===== src/rtl/root_chain_seq.sv =====
// Multi-cycle evaluator of y = floor(sqrt(a + floor(cbrt(b)))) with a start/busy/valid handshake.
// Restoring digit-serial cube root, one-cycle add, then restoring digit-serial square root.
module root_chain_seq #(
    parameter int unsigned W = 8
) (
    input  logic         clk_i,
    input  logic         rst_i,
    input  logic         start_i,
    input  logic [W-1:0] a_bi,
    input  logic [W-1:0] b_bi,
    output logic         busy_o,
    output logic         valid_o,
    output logic [W-1:0] y_bo
);

    localparam int unsigned CBW  = (W + 2) / 3;
    localparam int unsigned SQW  = (W + 2) / 2;
    localparam int unsigned BPW  = 3 * CBW;
    localparam int unsigned CRW  = 3 * CBW + 4;
    localparam int unsigned SPW  = 2 * SQW;
    localparam int unsigned SRW  = SQW + 3;
    localparam int unsigned CNTW = 5;

    typedef enum logic [1:0] {StIdle, StCbrt, StSum, StSqrt} state_e;

    state_e            state_q, state_d;
    logic [CNTW-1:0]   cnt_q, cnt_d;
    logic [W-1:0]      a_q, a_d;
    logic [BPW-1:0]    bp_q, bp_d;
    logic [CRW-4:0]    crem_q, crem_d;
    logic [CBW-1:0]    c_q, c_d;
    logic [SPW-1:0]    sp_q, sp_d;
    logic [SRW-3:0]    srem_q, srem_d;
    logic [SQW-1:0]    r_q, r_d;
    logic [W-1:0]      y_q, y_d;
    logic              valid_q, valid_d;

    // Cube-root step: remainder is relative to (2c)^3, trial term is (2c+1)^3 - (2c)^3.
    logic [CRW-1:0] c_rem_sh, c_y2w, c_t;
    logic [CBW-1:0] c_y2, c_new;
    logic           c_ge;

    // Square-root step: remainder is relative to (2r)^2, trial term is 4r+1.
    logic [SRW-1:0] s_rem_sh, s_t;
    logic [SQW-1:0] r_y2, r_new;
    logic           s_ge;
    logic [W:0]     sum_w;

    always_comb begin
        c_rem_sh = {crem_q, bp_q[BPW-1 -: 3]};
        c_y2     = {c_q[CBW-2:0], 1'b0};
        c_y2w    = CRW'(c_y2);
        c_t      = (c_y2w * (c_y2w + CRW'(1))) * CRW'(3) + CRW'(1);
        c_ge     = (c_rem_sh >= c_t);
        c_new    = c_ge ? (c_y2 | CBW'(1)) : c_y2;

        s_rem_sh = {srem_q, sp_q[SPW-1 -: 2]};
        s_t      = (SRW'(r_q) << 2) | SRW'(1);
        s_ge     = (s_rem_sh >= s_t);
        r_y2     = {r_q[SQW-2:0], 1'b0};
        r_new    = s_ge ? (r_y2 | SQW'(1)) : r_y2;

        sum_w    = {1'b0, a_q} + (W+1)'(c_q);
    end

    always_comb begin
        state_d = state_q;
        cnt_d   = cnt_q;
        a_d     = a_q;
        bp_d    = bp_q;
        crem_d  = crem_q;
        c_d     = c_q;
        sp_d    = sp_q;
        srem_d  = srem_q;
        r_d     = r_q;
        y_d     = y_q;
        valid_d = 1'b0;

        unique case (state_q)
            StIdle: begin
                if (start_i) begin
                    a_d     = a_bi;
                    bp_d    = BPW'(b_bi);
                    crem_d  = '0;
                    c_d     = '0;
                    srem_d  = '0;
                    r_d     = '0;
                    cnt_d   = '0;
                    state_d = StCbrt;
                end
            end
            StCbrt: begin
                bp_d   = bp_q << 3;
                crem_d = (CRW-3)'(c_ge ? (c_rem_sh - c_t) : c_rem_sh);
                c_d    = c_new;
                if (cnt_q == CNTW'(CBW - 1)) begin
                    cnt_d   = '0;
                    state_d = StSum;
                end else begin
                    cnt_d = cnt_q + CNTW'(1);
                end
            end
            StSum: begin
                sp_d    = SPW'(sum_w);
                state_d = StSqrt;
            end
            StSqrt: begin
                sp_d   = sp_q << 2;
                srem_d = (SRW-2)'(s_ge ? (s_rem_sh - s_t) : s_rem_sh);
                r_d    = r_new;
                if (cnt_q == CNTW'(SQW - 1)) begin
                    cnt_d   = '0;
                    y_d     = W'(r_new);
                    valid_d = 1'b1;
                    state_d = StIdle;
                end else begin
                    cnt_d = cnt_q + CNTW'(1);
                end
            end
            default: state_d = StIdle;
        endcase
    end

    always_ff @(posedge clk_i or posedge rst_i) begin
        if (rst_i) begin
            state_q <= StIdle;
            cnt_q   <= '0;
            a_q     <= '0;
            bp_q    <= '0;
            crem_q  <= '0;
            c_q     <= '0;
            sp_q    <= '0;
            srem_q  <= '0;
            r_q     <= '0;
            y_q     <= '0;
            valid_q <= 1'b0;
        end else begin
            state_q <= state_d;
            cnt_q   <= cnt_d;
            a_q     <= a_d;
            bp_q    <= bp_d;
            crem_q  <= crem_d;
            c_q     <= c_d;
            sp_q    <= sp_d;
            srem_q  <= srem_d;
            r_q     <= r_d;
            y_q     <= y_d;
            valid_q <= valid_d;
        end
    end

    assign busy_o  = (state_q != StIdle);
    assign valid_o = valid_q;
    assign y_bo    = y_q;

endmodule


===== config.mk =====
export PLATFORM = sky130hd
export DESIGN_NAME = root_chain_seq
export DESIGN_NICKNAME = d
export VERILOG_FILES = /design/src/rtl/root_chain_seq.sv
export SDC_FILE = /design/constraint.sdc
export NUM_CORES = 1
export LEC_CHECK = 0
export ABC_AREA = 1
export CAP_MARGIN = 5
export CORE_MARGIN = 2
export CORE_UTILIZATION = 40
export CTS_BUF_LIST = sky130_fd_sc_hd__clkbuf_2 sky130_fd_sc_hd__clkbuf_4 sky130_fd_sc_hd__clkbuf_8
export CTS_CLUSTER_SIZE = 12
export DETAILED_ROUTE_END_ITERATION = 12
export PLACE_DENSITY_LB_ADDON = 0.25
export SETUP_SLACK_MARGIN = 0.5
export SYNTH_ARGS = -nofsm -noshare
export SYNTH_HDL_FRONTEND = slang
export SYNTH_SLANG_ARGS = --single-unit

===== constraint.sdc =====
create_clock -name clk_i -period 3.7 [get_ports clk_i]
set_input_delay 0.555 -clock clk_i [delete_from_list [all_inputs] [get_ports clk_i]]
set_output_delay 0.555 -clock clk_i [all_outputs]
set_load 0.05 [all_outputs]

Yosys cells after proc, flatten, opt, wreduce, memory -nomap -nowiden
Cells that the tools add are included.
{"block": "word_totals", "wordCells": 65, "out_inout_bits": 10, "inputBits": 19, "ff_bits": 64}
{"block": "op_classes", "mul": 2, "n_reduce_logical": 12, "n_addsub": 6, "eq_ne": 8, "magnitude_cmp": 2, "mux": 24}
{"operator": "10-bit one-hot mux with 2 select lines", "count": 2}
{"operator": "10-bit two-way mux", "count": 2}
{"operator": "9-bit one-hot mux with 2 select lines", "count": 1}
{"operator": "5-bit two-way mux", "count": 3}
{"operator": "5-bit one-hot mux with 3 select lines", "count": 1}
{"operator": "13-bit by 10-bit >= comparator with 1-bit output", "count": 1}
{"operator": "6-bit two-way mux", "count": 2}
{"operator": "6-bit one-hot mux with 2 select lines", "count": 1}
{"operator": "9-bit by 1-bit adder with 10-bit output (second input constant)", "count": 1}
{"operator": "5-bit one-hot mux with 2 select lines", "count": 1}
{"operator": "2-bit AND reduction", "count": 5}
{"operator": "10-bit subtractor", "count": 1}
{"operator": "8-bit by 3-bit adder with 9-bit output", "count": 1}
{"operator": "9-bit two-way mux", "count": 1}
{"operator": "8-bit by 7-bit >= comparator with 1-bit output", "count": 1}
{"operator": "6-bit by 2-bit multiplier with 8-bit output (second input constant)", "count": 1}
{"operator": "2-bit one-hot mux with 4 select lines", "count": 1}
{"operator": "2-bit nonzero test", "count": 4}
{"operator": "2-bit by 4-bit multiplier with 6-bit output", "count": 1}
{"operator": "2-bit two-way mux", "count": 3}
{"operator": "2-bit inequality test (second input constant)", "count": 3}
{"operator": "3-bit one-hot mux with 2 select lines", "count": 1}
{"operator": "6-bit subtractor", "count": 1}
{"operator": "5-bit by 1-bit adder with 5-bit output (second input constant)", "count": 1}
{"operator": "other kinds (10)", "count": 14}

Logic depth before layout (Yosys ltp)
Gate-level depths: netlist of run 1.
{"block": "logic_depth", "depth_word": 7, "mapped_depth": 16, "depth_no_buf": 16}

Least setup slack after synthesis of run 1
Ideal clock, no wire load.
{"block": "synth_timing", "path_kind": "register -> register", "from": "register c_q[0]", "to": "register crem_q[7]", "arrival_time_ns": 2.346, "required_ns": 3.635, "period_less_slack_ns": 2.411, "setup_slack_ns": 1.289, "stages_incl_launch_ff": 17, "path_buffers": 0, "setup_time_ns": 0.065, "cell_sequence": "dfrtp_1 inv_1 ha_1 xor2_1 nand3b_1 or2_2 nand3_1 ha_1 nand2_1 nor2_1 nand2_2 nand2_2 nor2_4 nand2_4 nand2_1 nand3_1 nand2_1"}
{"block": "synth_via", "elab_chain_len": 7, "elab_cells_between_ends": 8, "classes_between": "add/sub (3); mul (2); order compare (1); mux (2)"}
{"item": "start: declaration", "line": "31", "text": "logic [CBW-1:0] c_q, c_d;"}
{"item": "start signal: assignment", "line": "131", "text": "c_q <= '0;"}
{"item": "start signal: assignment", "line": "143", "text": "c_q <= c_d;"}
{"item": "3-bit by 1-bit adder with 4-bit output", "line": "53", "text": "c_t = (c_y2w * (c_y2w + CRW'(1))) * CRW'(3) + CRW'(1);"}
{"item": "2-bit by 4-bit multiplier with 6-bit output (*)", "line": "53"}
{"item": "6-bit by 2-bit multiplier with 8-bit output (*)", "line": "53"}
{"item": "9-bit by 1-bit adder with 10-bit output (*)", "line": "53"}
{"item": "13-bit by 10-bit >= comparator with 1-bit output or 10-bit subtractor (tied branches)", "line": "54, 94"}
{"item": "10-bit two-way mux (*)", "line": "94", "text": "crem_d = (CRW-3)'(c_ge ? (c_rem_sh - c_t) : c_rem_sh);"}
{"item": "10-bit one-hot mux with 2 select lines (*)", "line": "79", "text": "unique case (state_q)"}
{"item": "end signal: assignment", "line": "142", "text": "crem_q <= crem_d;"}
{"item": "end: declaration", "line": "30", "text": "logic [CRW-4:0] crem_q, crem_d;"}
Mark *: on every way between the ends. The rest lies on a longest branch, timed or not.
A chain may end at the register's enable or synchronous reset.

Worst setup path after layout of run 1
{"block": "layout_timing", "from": "register c_q[0]", "to": "register crem_q[6]"}
The elaborated chain is that of the path after synthesis.

==> out/qor.yml, run 1 <==
min_path:
  hold_end: "bp_q[2]$_DFFE_PP0P_"
  worstHoldPathType: "reg2reg"
  min_from: "bp_q[2]$_DFFE_PP0P_"
  hold_depth: 2
cells_and_area:
  post-route-util_pct: 46.7
  fillers: 974
  areaGrowthSynthToFinish_pct: 14.4
  final_common_cell: "nand2_1"
  drive_gt1_share_pct: 8.02
  nNetsFinal: 583
  fin_cells: 669
  final_cell_mix: "160 x nand2_1, 64 x dfrtp_1, 48 x inv_1"
  diodes: 0
yosys:
  synth_cell_types: 37
  synth_top_family_by_area: "simple AND/OR/NAND/NOR gates"
  synthArstFlopShare_pct: 100
  yosys-mux-area-fraction_pct: 0
  synth-main-ff-cell: "dfrtp_1"
  synth.cell_area_sq_um: 3950
  synth_adder_area_share_pct: 10.8
  synth_warnings: 0
  synthXorXnorAreaFrac_pct: 2.88
  synth-seq-cells: 64
  yosysSeqAreaShare_pct: 40.5
  synth_edf_count: 0
  synth_compound_area_share_pct: 9.24
  netlist_instances: 502
  avgSynthCellArea_sq_um: 7.88
  synthSimpleGateAreaFrac_pct: 28.7
drt:
  vias: 3268
  wirelength_mm: 8.22
  vias_per_cell: 4.88
  drt-initial-drc-count: 136
  firstDrtPassIters: 4
  drc_errors: 0
  ant_nets: 0
  routedWlPerCell_um: 12.3
floorplan:
  start_util_pct: 40.8
  num_io_pins: 29
  die-height_um: 103
  die_w_um: 103
  dieArea_sq_um: 10700
  fp-row-count: 36
  fp.coreArea_sq_um: 9680
run_status:
  status: "completed"
place:
  place.gp.congestion: 0.988
  dpl.hpwl_mm: 6.19
  placed_cells_incl_taps: 653
  numPortBuffers: 25
clock_tree:
  htreeDepth: 3
  cts.sinks: 64
  clockBufferDepth: 2
  postCtsSetupRepairBufs: 0
  cts-hold-fix-buffers: 0
  cts_buffers: 9
  cts-root-buf: "clkbuf_8"
  cts_resized: 0
  clk_pin_slew_ps: 80
  insertion_delay_ps: 340
  cts_tree: "built"
global_route:
  overflow: 0
  grt_first_pass_wirelength_mm: 14.3
  antenna_found_initial: 0
  grt_pass1_vias: 3073
  grt_max_degree: 41
  grtUsageTotal_pct: 16.9
setup_path:
  start_kind: "flip-flop"
  worstSetupEndpointType: "flip-flop"
  required_ps: 3970
  path_max_fanout: 10
  timing.rr.start: "c_q[0]$_DFFE_PP0P_"
  reg2regPathDepth: 16
  r2r-end: "crem_q[6]$_DFFE_PP0P_"
  criticalPathCategory: "reg2reg"
  regToRegSetupSlack_ps: 930
  cp.arrival_ps: 3040
job:
  drv_cap: 0
sta:
  fin_skew_ps: 13.8
  fin_crit_sh_pct: 74.9
  max_freq_mhz: 361
  min_period_ps: 2770
  report.final.slew_viol_count: 0
  rsz0062_at_grt: "false"
  max_slew_margin_pct: 40.9
  setup_violations: 0
  tightest_slew_ps: 884
  hold_viol_final: 0
  finalSetupTns_ps: 0
power:
  p_per_area_nw_per_um2: 1020
  report.power.total_mw: 4.62
  ir_worst_vdd_uv: 443
  leakage_nw: 2.27
-- metal layers --
layer	part of all wire, %	GRT usage (%)	vias to the layer above
li1	-	-	1684
met1	50	23.5	1528
met2	46	26.7	49
met3	3.1	3.36	7
met4	0.90	4.96	0
met5	0	0	-
-- stage by stage --
stage / setup WS, ps / instance area (sq um) / hold slack, ps
after floorplan: 1290 / 3960 / 442
after global placement: 1060 / 4310 / 457
after detailed placement: 963 / 4310 / 459
after CTS: 946 / 4520 / 480
after global routing: 675 / 4520 / 496
final: 930 / 4520 / 478
-- how the worst max path moves through the flow --
stage | end | slack (ps) | start
floorplan | crem_q[7]$_DFFE_PP0P_ | 1290 | c_q[0]$_DFFE_PP0P_
global placement | crem_q[7]$_DFFE_PP0P_ | 1060 | c_q[0]$_DFFE_PP0P_
detailed placement | crem_q[6]$_DFFE_PP0P_ | 960 | c_q[0]$_DFFE_PP0P_
CTS | crem_q[6]$_DFFE_PP0P_ | 950 | c_q[0]$_DFFE_PP0P_
global route | crem_q[4]$_DFFE_PP0P_ | 680 | c_q[0]$_DFFE_PP0P_
finish | crem_q[6]$_DFFE_PP0P_ | 930 | c_q[0]$_DFFE_PP0P_
-- critical path: stages (launching register included) --
cell	delay, ps
dfrtp_1	450
inv_1	200
ha_1	220
xor2_1	140
nand3b_1	100
or2_2	280
nand3_1	90
ha_1	280
nand2_1	130
nor2_1	70
nand2_2	80
nand2_2	60
nor2_4	220
nand2_4	130
nand2_1	100
nand3_1	70
nand2_1	100
-- report_power, final --
group | internal, mW | total, mW | leakage, nW | switching (mW)
clock | 0.366 | 0.646 | 0.109 | 0.280
combinational | 1.01 | 2.75 | 1.35 | 1.74
sequential | 0.996 | 1.22 | 0.814 | 0.227
-- registers in the layout, indices dropped and copies added, names as in the netlist, 3 cells and up --
signal,flops
c_q,3
r_q,5
a_q,8
crem_q,10
bp_q,9
y_bo,5
sp_q,10
cnt_q,5
srem_q,6
-- layout make-up --
cell class	count	area (sq um)	area share, %
Multi-Input combinational cell	371	2050	45.4
Tap cell	133	166	3.68
Clock inverter	4	51.3	1.13
Clock buffer	12	165	3.65
Inverter	58	218	4.81
Timing Repair Buffer	27	265	5.87
Sequential cell	64	1600	35.4
-- cells by family (layout without fill, tap and decap cells) --
group / after synthesis / count (layout)
other cells: 1 / 3
fa+ha+maj: 33 / 33
simple gates: 260 / 260
flops: 64 / 64
buf+inv: 69 / 101
xor+xnor: 13 / 13
compound gates: 62 / 62
-- synthesized netlist by cell type, types with 3 or more instances --
| cell | number | area share, % |
|---|---|---|
| nand2_1 | 160 | 15 |
| dfrtp_1 | 64 | 41 |
| inv_1 | 49 | 4.7 |
| nand3_1 | 35 | 4.4 |
| ha_1 | 31 | 9.8 |
| nor2_1 | 31 | 2.9 |
| o21ai_1 | 15 | 1.9 |
| o21ai_0 | 13 | 1.6 |
| a21oi_1 | 9 | 1.1 |
| inv_2 | 9 | 0.85 |
| nand3b_1 | 9 | 1.7 |
| xor2_1 | 8 | 1.8 |
| nand4_1 | 7 | 1.1 |
| a22oi_1 | 6 | 1.1 |
| nand2_2 | 6 | 0.95 |
| o22ai_1 | 6 | 0.95 |
| a31oi_1 | 5 | 0.79 |
| xnor2_1 | 5 | 1.1 |
| buf_2 | 4 | 0.51 |
| buf_6 | 4 | 1.1 |
| buf_4 | 3 | 0.57 |
| nor2_4 | 3 | 0.85 |
| nor3_1 | 3 | 0.38 |
Power figures use the tool's default switching activity.
==> inputs of run 2 (changes only) <==
==> constraint.sdc (replaced) <==
create_clock -name clk_i -period 2.6 [get_ports clk_i]
set_input_delay 0.39 -clock clk_i [delete_from_list [all_inputs] [get_ports clk_i]]
set_output_delay 0.39 -clock clk_i [all_outputs]
set_load 0.05 [all_outputs]
==> run 2 against run 1 <==
Via count rose by 3.3%. Cell area rose by 7.2%. Non-clock buffer count rose by 21. Final cell count rose by 3.4%. Global-route usage grew 1.1 points. Flip-flop and latch count unchanged. First-iteration DRC count fell by 15%.
==> out/qor.yml, run 2 (synthesis gave the netlist of run 1 again) <==
run_status:
  status: "completed"  # unchanged
drt:
  vias: 3376  # was 3,268
  drc_errors: 0  # unchanged
  ant_nets: 0  # unchanged
  routedWlPerCell_um: 12.8  # was 12.3 um
  drt-initial-drc-count: 115  # was 136
  wirelength_mm: 8.85  # was 8.22 mm
  firstDrtPassIters: 6  # was 4
  vias_per_cell: 4.88  # about the same
global_route:
  grt_first_pass_wirelength_mm: 15.2  # was 14.3 mm
  grt_max_degree: 27  # was 41
  grtUsageTotal_pct: 18.0  # was 16.9%
  overflow: 0  # unchanged
  antenna_found_initial: 0  # unchanged
  grt_pass1_vias: 3271  # was 3,073
setup_path:
  reg2regPathDepth: 13  # was 16
  cp_slowest_cell: "dfrtp_2"  # was dfrtp_1
  required_ps: 2830  # was 3970 ps
  worstSetupEndpointType: "flip-flop"  # unchanged
  crit_buf_inv: 2  # was 1
  cp.arrival_ps: 2660  # was 3040 ps
  cp_cell_sequence: "inv_4 > ha_2 > xnor2_1 > ha_2 > nand2_1 > nor2_2 > nand2_1 > nand3_2 > nand2_4 > buf_4 > nand3b_1 > nand3_2 > nand2_1"  # was inv_1 > ha_1 > xor2_1 > nand3b_1 > or2_2 > nand3_1 > ha_1 > nand2_1 > nor2_1 > nand2_2 > nand2_2 > nor2_4 > nand2_4 > nand2_1 > nand3_1 > nand2_1
  timing.rr.start: "c_q[1]$_DFFE_PP0P_"  # was c_q[0]$_DFFE_PP0P_
  criticalPathCategory: "reg2reg"  # unchanged
  regToRegSetupSlack_ps: 170  # was 930 ps
  worst_path_largest_cell_delay_ps: 490  # was 450 ps
  critPathMostFrequentCell: "nand2_1"  # unchanged
  path_max_fanout: 7  # was 10
  r2r-end: "crem_q[7]$_DFFE_PP0P_"  # was crem_q[6]$_DFFE_PP0P_
  start_kind: "flip-flop"  # unchanged
  cpLargestDelayFamily: "simple AND/OR/NAND/NOR gates"  # unchanged
sta:
  fin_crit_sh_pct: 93.5  # was 74.9%
  finalSetupTns_ps: 0  # unchanged
  fin_skew_ps: 9.96  # was 13.8 ps
  max_freq_mhz: 411  # was 361 MHz
  hold_viol_final: 0  # unchanged
  max_slew_margin_pct: 64.5  # was 40.9%
  min_period_ps: 2430  # was 2770 ps
  rsz0062_at_grt: "true"  # was false
  setup_violations: 0  # unchanged
  report.final.slew_viol_count: 0  # unchanged
  tightest_slew_ps: 528  # was 884 ps
place:
  numPortBuffers: 25  # unchanged
  dpl.hpwl_mm: 6.31  # was 6.19 mm
  place.gp.congestion: 0.862  # was 0.988
job:
  drv_cap: 0  # unchanged
floorplan:
  dieArea_sq_um: 10700  # unchanged
  die-height_um: 103  # unchanged
  num_io_pins: 29  # unchanged
  die_w_um: 103  # unchanged
  start_util_pct: 40.8  # unchanged
  fp-row-count: 36  # unchanged
  fp.coreArea_sq_um: 9680  # unchanged
cells_and_area:
  diodes: 0  # unchanged
  final_common_cell: "nand2_1"  # unchanged
  final_cell_mix: "153 x nand2_1, 62 x dfrtp_1, 46 x inv_1"  # was 160 x nand2_1, 64 x dfrtp_1, 48 x inv_1
  biggestRegsByFlops: "crem_q: 10 flops, sp_q: 10 flops, bp_q: 9 flops"  # unchanged
  nNetsFinal: 606  # was 583
  drive_gt1_share_pct: 16.6  # was 8.02%
  fillers: 940  # was 974
  post-route-util_pct: 50.1  # was 46.7%
  areaGrowthSynthToFinish_pct: 22.6  # was 14.4%
clock_tree:
  htreeDepth: 3  # unchanged
  cts-root-buf: "clkbuf_8"  # unchanged
  cts.sinks: 64  # unchanged
  cts-hold-fix-buffers: 0  # unchanged
  insertion_delay_ps: 340  # about the same
  clockBufferDepth: 2  # unchanged
  cts_buffers: 9  # unchanged
  cts_tree: "built"  # unchanged
  clk_pin_slew_ps: 80  # about the same
min_path:
  worstHoldPathType: "in2async"  # was reg2reg
## run 2: cell count changes in the layout (fill, tap and decap cells not counted), moves of 3 or more
cell,change
nor2_2,+3
nand2_1,-7
nand3_1,-3
ha_1,-8
nand2_4,+4
ha_2,+4
buf_4,+20
nand2_2,+4
ha_4,+4
clkbuf_8,-3
## run 2: layout make-up
| cell class | instances | area [sq um] | area share, % |
|---|---|---|---|
| multi-input cells | 373 | 2220 | 45.7 |
| flip-flops and latches | 64 | 1600 | 33.1 |
| repair buffers | 48 | 437 | 9.01 |
| inverters | 58 | 223 | 4.59 |
| well taps | 133 | 166 | 3.43 |
| clock buffers | 9 | 124 | 2.55 |
| clock inverters | 7 | 77.6 | 1.60 |
## run 2: metal layers
layer  part of all wire, %  GRT usage [%]  vias to the layer above
met5                     0              0                        -
met3                   4.2           4.44                        8
li1                      -              -                     1731
met1                    46           24.5                     1567
met4                  0.88           4.35                        0
met2                    49           29.1                       70
## run 2: how the worst max path moves through the flow
| stage | cells past startpoint | from | end | slack, ps |
|---|---|---|---|---|
| finish | 13 | c_q[1]$_DFFE_PP0P_ | crem_q[7]$_DFFE_PP0P_ | 170 |
| global route | 13 | c_q[1]$_DFFE_PP0P_ | crem_q[3]$_DFFE_PP0P_ | 60 |
| CTS | 15 | c_q[0]$_DFFE_PP0P_ | crem_q[7]$_DFFE_PP0P_ | 230 |
| detailed placement | 16 | c_q[0]$_DFFE_PP0P_ | crem_q[5]$_DFFE_PP0P_ | 110 |
| global placement | 16 | c_q[0]$_DFFE_PP0P_ | crem_q[5]$_DFFE_PP0P_ | 240 |
| floorplan | 15 | c_q[0]$_DFFE_PP0P_ | crem_q[8]$_DFFE_PP0P_ | 400 |
## run 2: what timing repair did
action / CTS / global route
gates cloned: 2 / 0
pin swaps: 20 / 15
setup endpoints to repair: 12 / 12
gates resized for setup: 10 / 12
setup buffers: 14 / 4
## run 2: stage by stage
| stage | hold WS (ps) | area, sq um | setup WS [ps] | cells |
|---|---|---|---|---|
| floorplan | 442 | 4040 | 397 | 504 |
| global placement | 457 | 4410 | 243 | 656 |
| detailed placement | 462 | 4410 | 112 | 656 |
| CTS | 411 | 4770 | 233 | 688 |
| global route | 461 | 4850 | 56.3 | 692 |
| finish | 406 | 4850 | 169 | 692 |
## run 2: worst register-to-register path, cell delays in order, from the launching register on
cell      delay [ps]
dfrtp_2          490
inv_4            100
ha_2             300
xnor2_1          240
ha_2             360
nand2_1           90
nor2_2            30
nand2_1           90
nand3_2          120
nand2_4          160
buf_4            130
nand3b_1          90
nand3_2           90
nand2_1           50
Power of run 2 is left out: the tool's default activity adds up to more than one toggle a clock period on the data nets, which glitch-free logic cannot reach.
==> inputs of run 3 (changes only) <==
--- a/config.mk
+++ b/config.mk
@@ -12,6 +12,7 @@
 export CTS_BUF_LIST = sky130_fd_sc_hd__clkbuf_2 sky130_fd_sc_hd__clkbuf_4 sky130_fd_sc_hd__clkbuf_8
 export CTS_CLUSTER_SIZE = 12
 export DETAILED_ROUTE_END_ITERATION = 12
+export GPL_TIMING_DRIVEN = 0
 export PLACE_DENSITY_LB_ADDON = 0.25
 export SETUP_SLACK_MARGIN = 0.5
 export SYNTH_ARGS = -nofsm -noshare
==> run 3 against run 2 <==
Worst hold slack better by 3.0 ps. Critical endpoint is now crem_q[4]$_DFFE_PP0P_. Flip-flop and latch count did not move. Routed wire length shrank 3.7%. Largest cell class unchanged.
==> out/qor.yml, run 3 (synthesis gave the netlist of run 1 again) <==
run_status:
  status: "completed"  # unchanged
setup_path:
  regToRegSetupSlack_ps: 260  # was 170 ps
  reg2regPathDepth: 16  # was 13
  path_max_fanout: 5  # was 7
  worstSetupEndpointType: "flip-flop"  # unchanged
  criticalPathCategory: "reg2reg"  # unchanged
  cpLargestDelayFamily: "simple AND/OR/NAND/NOR gates"  # unchanged
  crit_buf_inv: 2  # unchanged
  r2r-end: "crem_q[4]$_DFFE_PP0P_"  # was crem_q[7]$_DFFE_PP0P_
  timing.rr.start: "c_q[0]$_DFFE_PP0P_"  # was c_q[1]$_DFFE_PP0P_
  cp_slowest_cell: "dfrtp_2"  # unchanged
  worst_path_largest_cell_delay_ps: 460  # was 490 ps
  start_kind: "flip-flop"  # unchanged
  cp.arrival_ps: 2570  # was 2660 ps
  required_ps: 2830  # about the same
  cp_cell_sequence: "inv_4 > ha_4 > xor2_1 > nand3b_1 > or2_4 > nand3_4 > ha_4 > nand2_4 > nor2_2 > nand2_2 > nand2_2 > nor2_4 > buf_12 > nand3b_1 > nand3_1 > nand2_1"  # was inv_4 > ha_2 > xnor2_1 > ha_2 > nand2_1 > nor2_2 > nand2_1 > nand3_2 > nand2_4 > buf_4 > nand3b_1 > nand3_2 > nand2_1
floorplan:
  fp-row-count: 36  # unchanged
  start_util_pct: 40.8  # unchanged
  fp.coreArea_sq_um: 9680  # unchanged
  die_w_um: 103  # unchanged
  dieArea_sq_um: 10700  # unchanged
  die-height_um: 103  # unchanged
  num_io_pins: 29  # unchanged
sta:
  max_slew_margin_pct: 63.5  # was 64.5%
  fin_skew_ps: 10.9  # was 9.96 ps
  report.final.slew_viol_count: 0  # unchanged
  rsz0062_at_grt: "true"  # unchanged
  finalSetupTns_ps: 0  # unchanged
  fin_crit_sh_pct: 90.0  # was 93.5%
  hold_viol_final: 0  # unchanged
  max_freq_mhz: 427  # was 411 MHz
  min_period_ps: 2340  # was 2430 ps
  hold_ws_ps: 409  # was 406 ps
  setup_violations: 0  # unchanged
  tightest_slew_ps: 544  # was 528 ps
cells_and_area:
  final_common_cell: "nand2_1"  # unchanged
  areaGrowthSynthToFinish_pct: 23.4  # was 22.6%
  biggestRegsByFlops: "crem_q: 10 flops, sp_q: 10 flops, bp_q: 9 flops"  # unchanged
  final_cell_mix: "156 x nand2_1, 62 x dfrtp_1, 46 x inv_1"  # was 153 x nand2_1, 62 x dfrtp_1, 46 x inv_1
  postLayoutCellArea_sq_um: 4880  # was 4850 sq um
  drive_gt1_share_pct: 16.4  # was 16.6%
  fillers: 934  # was 940
  post-route-util_pct: 50.4  # was 50.1%
  nNetsFinal: 609  # was 606
  diodes: 0  # unchanged
global_route:
  overflow: 0  # unchanged
  grtUsageTotal_pct: 17.1  # was 18.0%
  grt_pass1_vias: 3075  # was 3,271
  antenna_found_initial: 0  # unchanged
  grt_max_degree: 42  # was 27
  grt_first_pass_wirelength_mm: 14.4  # was 15.2 mm
place:
  placed_area_sq_um: 4470  # was 4410 sq um
  dpl.hpwl_mm: 6.21  # was 6.31 mm
  numPortBuffers: 25  # unchanged
  place.gp.congestion: 0.884  # was 0.862
power:
  ir_worst_vdd_uv: 495
  leakage_nw: 2.41
  p_per_area_nw_per_um2: 1470
clock_tree:
  cts-root-buf: "clkbuf_8"  # unchanged
  insertion_delay_ps: 350  # was 340 ps
  cts_buffers: 9  # unchanged
  cts.sinks: 64  # unchanged
  cts_tree: "built"  # unchanged
  htreeDepth: 3  # unchanged
  clk_pin_slew_ps: 70  # was 80 ps
  clockBufferDepth: 2  # unchanged
job:
  drv_cap: 0  # unchanged
drt:
  drt-initial-drc-count: 159  # was 115
  firstDrtPassIters: 7  # was 6
  routedWlPerCell_um: 12.3  # was 12.8 um
  vias_per_cell: 4.81  # was 4.88
  ant_nets: 0  # unchanged
  wirelength_mm: 8.52  # was 8.85 mm
  drc_errors: 0  # unchanged
  vias: 3344  # was 3,376
min_path:
  worstHoldPathType: "in2async"  # unchanged
[run 3: per-layer routing]
layer / part of all wire, % / vias up / GRT usage [%]
met2: 45 / 58 / 26.5
met1: 50 / 1546 / 24.3
met4: 1.4 / 0 / 5.26
met5: 0 / - / 0
li1: - / 1729 / -
met3: 3.2 / 11 / 3.43
[run 3: through the flow]
step                      total power [mW]  instances  worst slack (ps)
after global routing                  7.88        695               132
after CTS                             7.04        692               282
after global placement                5.78        662              -827
after detailed placement              5.88        663              19.3
after floorplan                       4.98        504               397
final                                 7.17        695               261
[run 3: layout make-up]
type                       count  area [sq um]  area share (%)
multi-input combinational    371          2190            45.0
sequential                    64          1600            32.9
timing repair buffer          42           408            8.36
inverter                      58           223            4.57
tap                          133           166            3.41
clock buffer                   9           124            2.54
buffer                        11          87.6            1.80
clock inverter                 7          72.6            1.49
[run 3: worst max path at each step]
stage,from,depth (start not counted),end
finish,c_q[0]$_DFFE_PP0P_,16,crem_q[4]$_DFFE_PP0P_
global route,c_q[0]$_DFFE_PP0P_,16,crem_q[7]$_DFFE_PP0P_
CTS,c_q[0]$_DFFE_PP0P_,16,crem_q[3]$_DFFE_PP0P_
detailed placement,c_q[0]$_DFFE_PP0P_,15,crem_q[3]$_DFFE_PP0P_
global placement,rst_i,2,c_q[0]$_DFFE_PP0P_
floorplan,c_q[0]$_DFFE_PP0P_,15,crem_q[8]$_DFFE_PP0P_
[run 3: timing repair]
action | in CTS | in global routing
hold buffers | 0 | 0
setup buffers | 13 | 2
endpoints found under the setup margin | 12 | 12
pin swaps | 13 | 6
gates cloned | 0 | 1
resized for setup | 8 | 9
[run 3: power breakdown]
part	switching, mW	total (mW)	internal [mW]	leakage (nW)
registers	0.336	1.76	1.42	0.811
logic	2.65	4.55	1.90	1.50
clock network	0.421	0.863	0.442	0.0952
